==> config.mk <==
export PLATFORM = sky130hd
export DESIGN_NAME = pipelined_adder_acc
export DESIGN_NICKNAME = d
export VERILOG_FILES = /design/src/rtl/pipelined_adder_acc.sv
export SDC_FILE = /design/constraint.sdc
export NUM_CORES = 1
export LEC_CHECK = 0
export ABC_AREA = 1
export BUFFER_PORTS_ARGS = -buffer_cell sky130_fd_sc_hd__buf_2
export CAP_MARGIN = 30
export CORE_ASPECT_RATIO = 0.6
export CORE_MARGIN = 3
export CORE_UTILIZATION = 40
export DETAILED_ROUTE_END_ITERATION = 8
export GPL_TIMING_DRIVEN = 0
export PLACE_DENSITY = 0.53
export SLEW_MARGIN = 20
export SYNTH_ARGS = -nofsm -noshare
export SYNTH_HDL_FRONTEND = slang
export SYNTH_SLANG_ARGS = --single-unit
==> constraint.sdc <==
create_clock -name clk -period 5.3 [get_ports clk]
set_input_delay 0 -clock clk [delete_from_list [all_inputs] [get_ports clk]]
set_output_delay 0 -clock clk [all_outputs]
set_load 0.03 [all_outputs]
==> src/rtl/pipelined_adder_acc.sv <==
// pipelined_adder_acc: add/sub/accumulate unit with STAGES-deep stalled pipeline; optional saturation via PIPELINED_ADDER_ACC_SAT_EN
module pipelined_adder_acc #(
    parameter int WIDTH  = 40,
    parameter int STAGES = 2
) (
    input  logic             clk,
    input  logic             rst,
    input  logic             in_valid,
    output logic             in_ready,
    input  logic [1:0]       in_mode,
    input  logic [WIDTH-1:0] a,
    input  logic [WIDTH-1:0] b,
    input  logic             acc_clr,
    output logic             out_valid,
    input  logic             out_ready,
    output logic [WIDTH-1:0] c,
    output logic             carry
);
    localparam logic [1:0] ADD = 2'b00, SUB = 2'b01, ACC = 2'b10, LOAD = 2'b11;

    logic             advance, fire, cy;
    logic [WIDTH-1:0] acc, base, res;
    logic [WIDTH:0]   s_add, s_sub, s_acc;
    logic             v  [STAGES];
    logic [WIDTH-1:0] cr [STAGES];
    logic             cq [STAGES];

    assign advance   = !out_valid || out_ready;
    assign in_ready  = advance;
    assign fire      = in_valid && advance;
    assign out_valid = v[STAGES-1];
    assign c         = cr[STAGES-1];
    assign carry     = cq[STAGES-1];

    // stage-1 arithmetic on the presented beat, with acc_clr applied before the op
    always_comb begin
        base  = acc_clr ? '0 : acc;
        s_add = {1'b0, a} + {1'b0, b};
        s_sub = {1'b0, a} - {1'b0, b};
        s_acc = {1'b0, base} + {1'b0, a};
        cy    = in_mode == ADD ? s_add[WIDTH] : in_mode == SUB ? s_sub[WIDTH] : in_mode == ACC ? s_acc[WIDTH] : 1'b0;
        res   = in_mode == ADD ? s_add[WIDTH-1:0] : in_mode == SUB ? s_sub[WIDTH-1:0] : in_mode == ACC ? s_acc[WIDTH-1:0] : a;
`ifdef PIPELINED_ADDER_ACC_SAT_EN
        if (cy) res = in_mode == SUB ? '0 : '1;
`endif
    end

    // accumulator updates only on accepted beats; ADD/SUB keep it unless cleared
    always_ff @(posedge clk or negedge rst) begin
        if (!rst) acc <= '0;
        else if (fire) acc <= (in_mode == ACC || in_mode == LOAD) ? res : base;
    end

    // result pipeline, advancing as a whole only when the output slot is free
    always_ff @(posedge clk or negedge rst) begin
        if (!rst) begin
            for (int i = 0; i < STAGES; i++) begin
                v[i]  <= 1'b0;
                cr[i] <= '0;
                cq[i] <= 1'b0;
            end
        end else if (advance) begin
            v[0]  <= fire;
            cr[0] <= res;
            cq[0] <= cy;
            for (int i = 1; i < STAGES; i++) begin
                v[i]  <= v[i-1];
                cr[i] <= cr[i-1];
                cq[i] <= cq[i-1];
            end
        end
    end
endmodule

==> key figures <==
Outcome
  • Outcome: completed

Global routing
  • Global-route wire length before repair: 98,290 µm
  • GR Util All Layers: 0.3334
  • Initial antenna violation count: 0
  • Vias in the first global route: 15,380
  • GRT overflow: 0
  • Largest net degree at the start of global routing: 70

Clock tree
  • TritonCTS clock tree: built
  • Post-CTS Setup Bufs: 0
  • Clock transition at the registers of the reported paths: 60 ps
  • CTS Hold Buffers Added: 1
  • Total of cells resized after clock tree synthesis: 0
  • Root Driver: clkbuf_16
  • Clock Sinks: 124
  • CTS buffer count: 17
  • Max Root-Sink Buffers: 2
  • Worst-skew pair later-pin latency: roughly 460 ps
  • H-Tree Depth: 4

Timing
  • RSZ-0062 raised after global routing: no
  • Setup-failing EPs final: 0
  • Final hold violations: 0
  • Post-route setup TNS: 0 ps
  • Slew Limit Headroom: 0.3019
  • Min Clock Period, post-route: ~3500 ps
  • Slew @ Worst Pin: just over 1000 ps
  • Max Clk Rate: around 280 MHz
  • Clk_skew: 18.53 ps
  • Final Cycle Share: 0.6639
  • Slew Limit Fails: 0

Floorplan
  • Die width: ~260 µm
  • Die height: 155.7 µm
  • Row Count: between 50 and 60
  • Placeable core area: around 37,000 µm²
  • Initial core utilization: 0.4087
  • Die ar.: around 40,000 µm²
  • IO Pins: 130

Critical path
  • Critical path class: register to register
  • Crit path capture type: register
  • Worst endpoint required time: 5630 ps
  • Setup crit start kind: register
  • Critical path's top delay family: simple AND/OR/NAND/NOR gates
  • CP most frequent cell: nand2_1
  • Slowest CP cell: nor2_1
  • WP buf/inv: 1
  • Worst-path maximum fanout: 5
  • Worst path cell trace: inv_1, nor2_1, ha_1, nand2_1, nor2_1, nand2_1, nor2_1, nand2_1, nand3_1, xor2_1, o21ai_0, nand3_1, nand2_1, nand2_1
  • Worst stage delay on the critical path: between 500 and 600 ps
  • Crit path DAT: about 3900 ps

Placement
  • Post-DP HPWL: about 57,000 µm
  • RePlAce Congestion: roughly 1.0
  • Placed cell area: 16,240 µm²
  • IO Port Bufs: between 100 and 150

Routing
  • Drt first pass iters: 6
  • Post-DRT Antenna Nets: 0
  • WL final: between 60,000 and 70,000 µm
  • Starting DRC count in detailed routing: approximately 2,200
  • Residual DRC: 0
  • DR WL/cell: 21.07 µm
  • Via count: approximately 18,000
  • Vias per inst: about 5.5

Power
  • Reg power frac: 0.270
  • Lkg Pwr: 9.188 nW
  • Internal power: 2.491 mW
  • Pwr/cell area: about 280 nW/µm²
  • Clock power frac: 0.258
  • Comb power frac: 0.473
  • Worst vdd ir: around 200 µV
  • Sw power: around 2.1 mW
  • Switch share: 0.4626

Final layout
  • Final Cell Area: 16,820 µm²
  • Final net count: a little under 3,000
  • Diode count: 0
  • Filler Cell Count: about 4,000
  • Fraction of layout cells with a size suffix above 1: 0.1021
  • Synth-to-Final Area Change: 12.62%

Yosys
  • Synth cell types: 50
  • Ys async rst share: 1.000
  • Post-synth top cells: 837 x nand2_1, 338 x inv_1, 248 x nor2_1, 196 x o21ai_0, 189 x a21oi_1
  • Adder-Cell Fraction of Synth Area: 0.1045
  • Mapped Cells: about 2,600
  • Yosys reg bits: 124
  • Synth warn: 0
  • Simple-gate share of the synthesized area: 0.3673
  • Leading area contributor after synthesis: nand2_1
  • Largest family of logic cells by synthesized area: simple AND/OR/NAND/NOR gates
  • Avg Inst Size Synth: about 5.9 µm²
  • Count of flip-flops with a built-in enable after synthesis: 0
  • Largest cells by area after synthesis: nand2_1 21%, dfrtp_1 21%, ha_1 10%
  • Mux cell area share after synthesis: 0
  • Top-count cell post-synth: nand2_1
  • Post-synth net total: about 2,800
  • Yosys top cell area share: 0.2103
  • Mapped Area: 14,940 µm²
  • Compound-Gate Fraction of Synth Area: 0.1750
  • XOR/XNOR Fraction of Synth Area: 0.01466
  • Most used DFF post-synth: dfrtp_1
  • Seq/Total Area, Yosys: 0.2077

Job
  • Max cap viols: 0

Worst hold path
  • HP Class: primary input to register
-- metal layers --
layer	track usage	wire length, µm
met4	0.07699	1334
met5	0	0
met2	0.4387	24960
met1	0.5037	31600
met3	0.1252	9887
-- flip-flops by register name, indices dropped and copies added (netlist names) --
register / flops
acc: 40
c: 40
carry: 1
cq: 1
cr: 40
out_valid: 1
v: 1
-- layout by cell type (no fill, tap or decap), types with 4 or more instances in the layout --
| master | n |
|---|---|
| nand3_1 | 177 |
| o22ai_1 | 4 |
| nor2_1 | 248 |
| a21oi_1 | 189 |
| buf_2 | 143 |
| nand3_2 | 8 |
| o21ai_2 | 5 |
| o21bai_1 | 14 |
| inv_6 | 6 |
| nor3_1 | 23 |
| o21ai_1 | 11 |
| a21boi_0 | 5 |
| nand2_2 | 6 |
| a21o_1 | 13 |
| buf_1 | 4 |
| xnor2_1 | 5 |
| nor4_1 | 4 |
| a41oi_1 | 6 |
| o21ai_0 | 196 |
| clkbuf_2 | 6 |
| o21a_1 | 8 |
| xor2_1 | 20 |
| a21oi_2 | 5 |
| buf_4 | 46 |
| clkbuf_16 | 17 |
| o211ai_1 | 6 |
| ha_1 | 120 |
| a31oi_1 | 4 |
| nor2_2 | 7 |
| nand4_1 | 23 |
| nand2_1 | 837 |
| inv_2 | 7 |
| clkbuf_1 | 39 |
| dfrtp_1 | 124 |
| inv_1 | 338 |
-- worst register-to-register path, stage by stage (launching register included) --
cell     delay (ps)
dfrtp_1         360
inv_1            70
nor2_1           70
ha_1            400
nand2_1         130
nor2_1          550
nand2_1         220
nor2_1          130
nand2_1         110
nand3_1         320
xor2_1          140
o21ai_0         540
nand3_1         200
nand2_1         120
nand2_1          50
-- final cells by class --
cell class              count  area (µm²)  area share
well taps                 504       630.6     0.03748
repair buffers            129       683.2     0.04061
clock buffers              18       439.2     0.02610
flip-flops and latches    124        3103      0.1844
multi-input cells        1967        9881      0.5873
inverters                 346        1299     0.07720
plain buffers             115       655.6     0.03897
clock inverters            14       132.6    0.007883
-- power groups by stage --
stage	clock, mW	combinational (mW)	sequential [mW]
after floorplan	0	1.44	1.24
after global placement	0	2.11	1.26
after detailed placement	0	2.13	1.27
after CTS	1.21	2.14	1.25
after global routing	1.25	2.40	1.27
final	1.19	2.19	1.25
-- stage by stage --
step / hold slack (ps) / setup WS, ps / total power, mW / utilization / instances
4_1_cts: 31.10 / 2046 / 4.600 / 0.4603 / 3217
3_5_place_dp: -31.98 / 1686 / 3.393 / 0.4443 / 3184
5_1_grt: 102.2 / 1755 / 4.927 / 0.4603 / 3217
2_1_floorplan: -295.6 / 3044 / 2.685 / - / 2552
3_3_place_gp: 439.3 / 1638 / 3.372 / 0.4433 / 3183
6_report: 44.49 / 1781 / 4.635 / 0.4603 / 3217
-- kinds of logic (layout without fill, tap and decap cells) --
kind of cell             after synthesis  in the layout
AO/OA/AOI/OAI                        477            477
AND/OR/NAND/NOR                     1342           1342
buffers and inverters                461            622
adder cells (fa/ha/maj)              123            123
flip-flops                           124            124
XOR/XNOR                              25             25
-- final timing paths --
| path | startpoint | end | slack, ps | depth (start not counted) |
|---|---|---|---|---|
| min in group asynchronous | rst | c[3] | 70 | 2 |
| worst max-delay path | acc[20] | cr[63] | 1780 | 14 |
| max in group asynchronous | rst | cr[77] | 4470 | 3 |
| worst min-delay path | b[0] | cr[40] | 40 | 5 |
| worst min register to register | v[1] | out_valid | 470 | 2 |
| worst max register to register | acc[20] | cr[63] | 1780 | 14 |
Note: power is estimated with default switching activity, not from simulation.
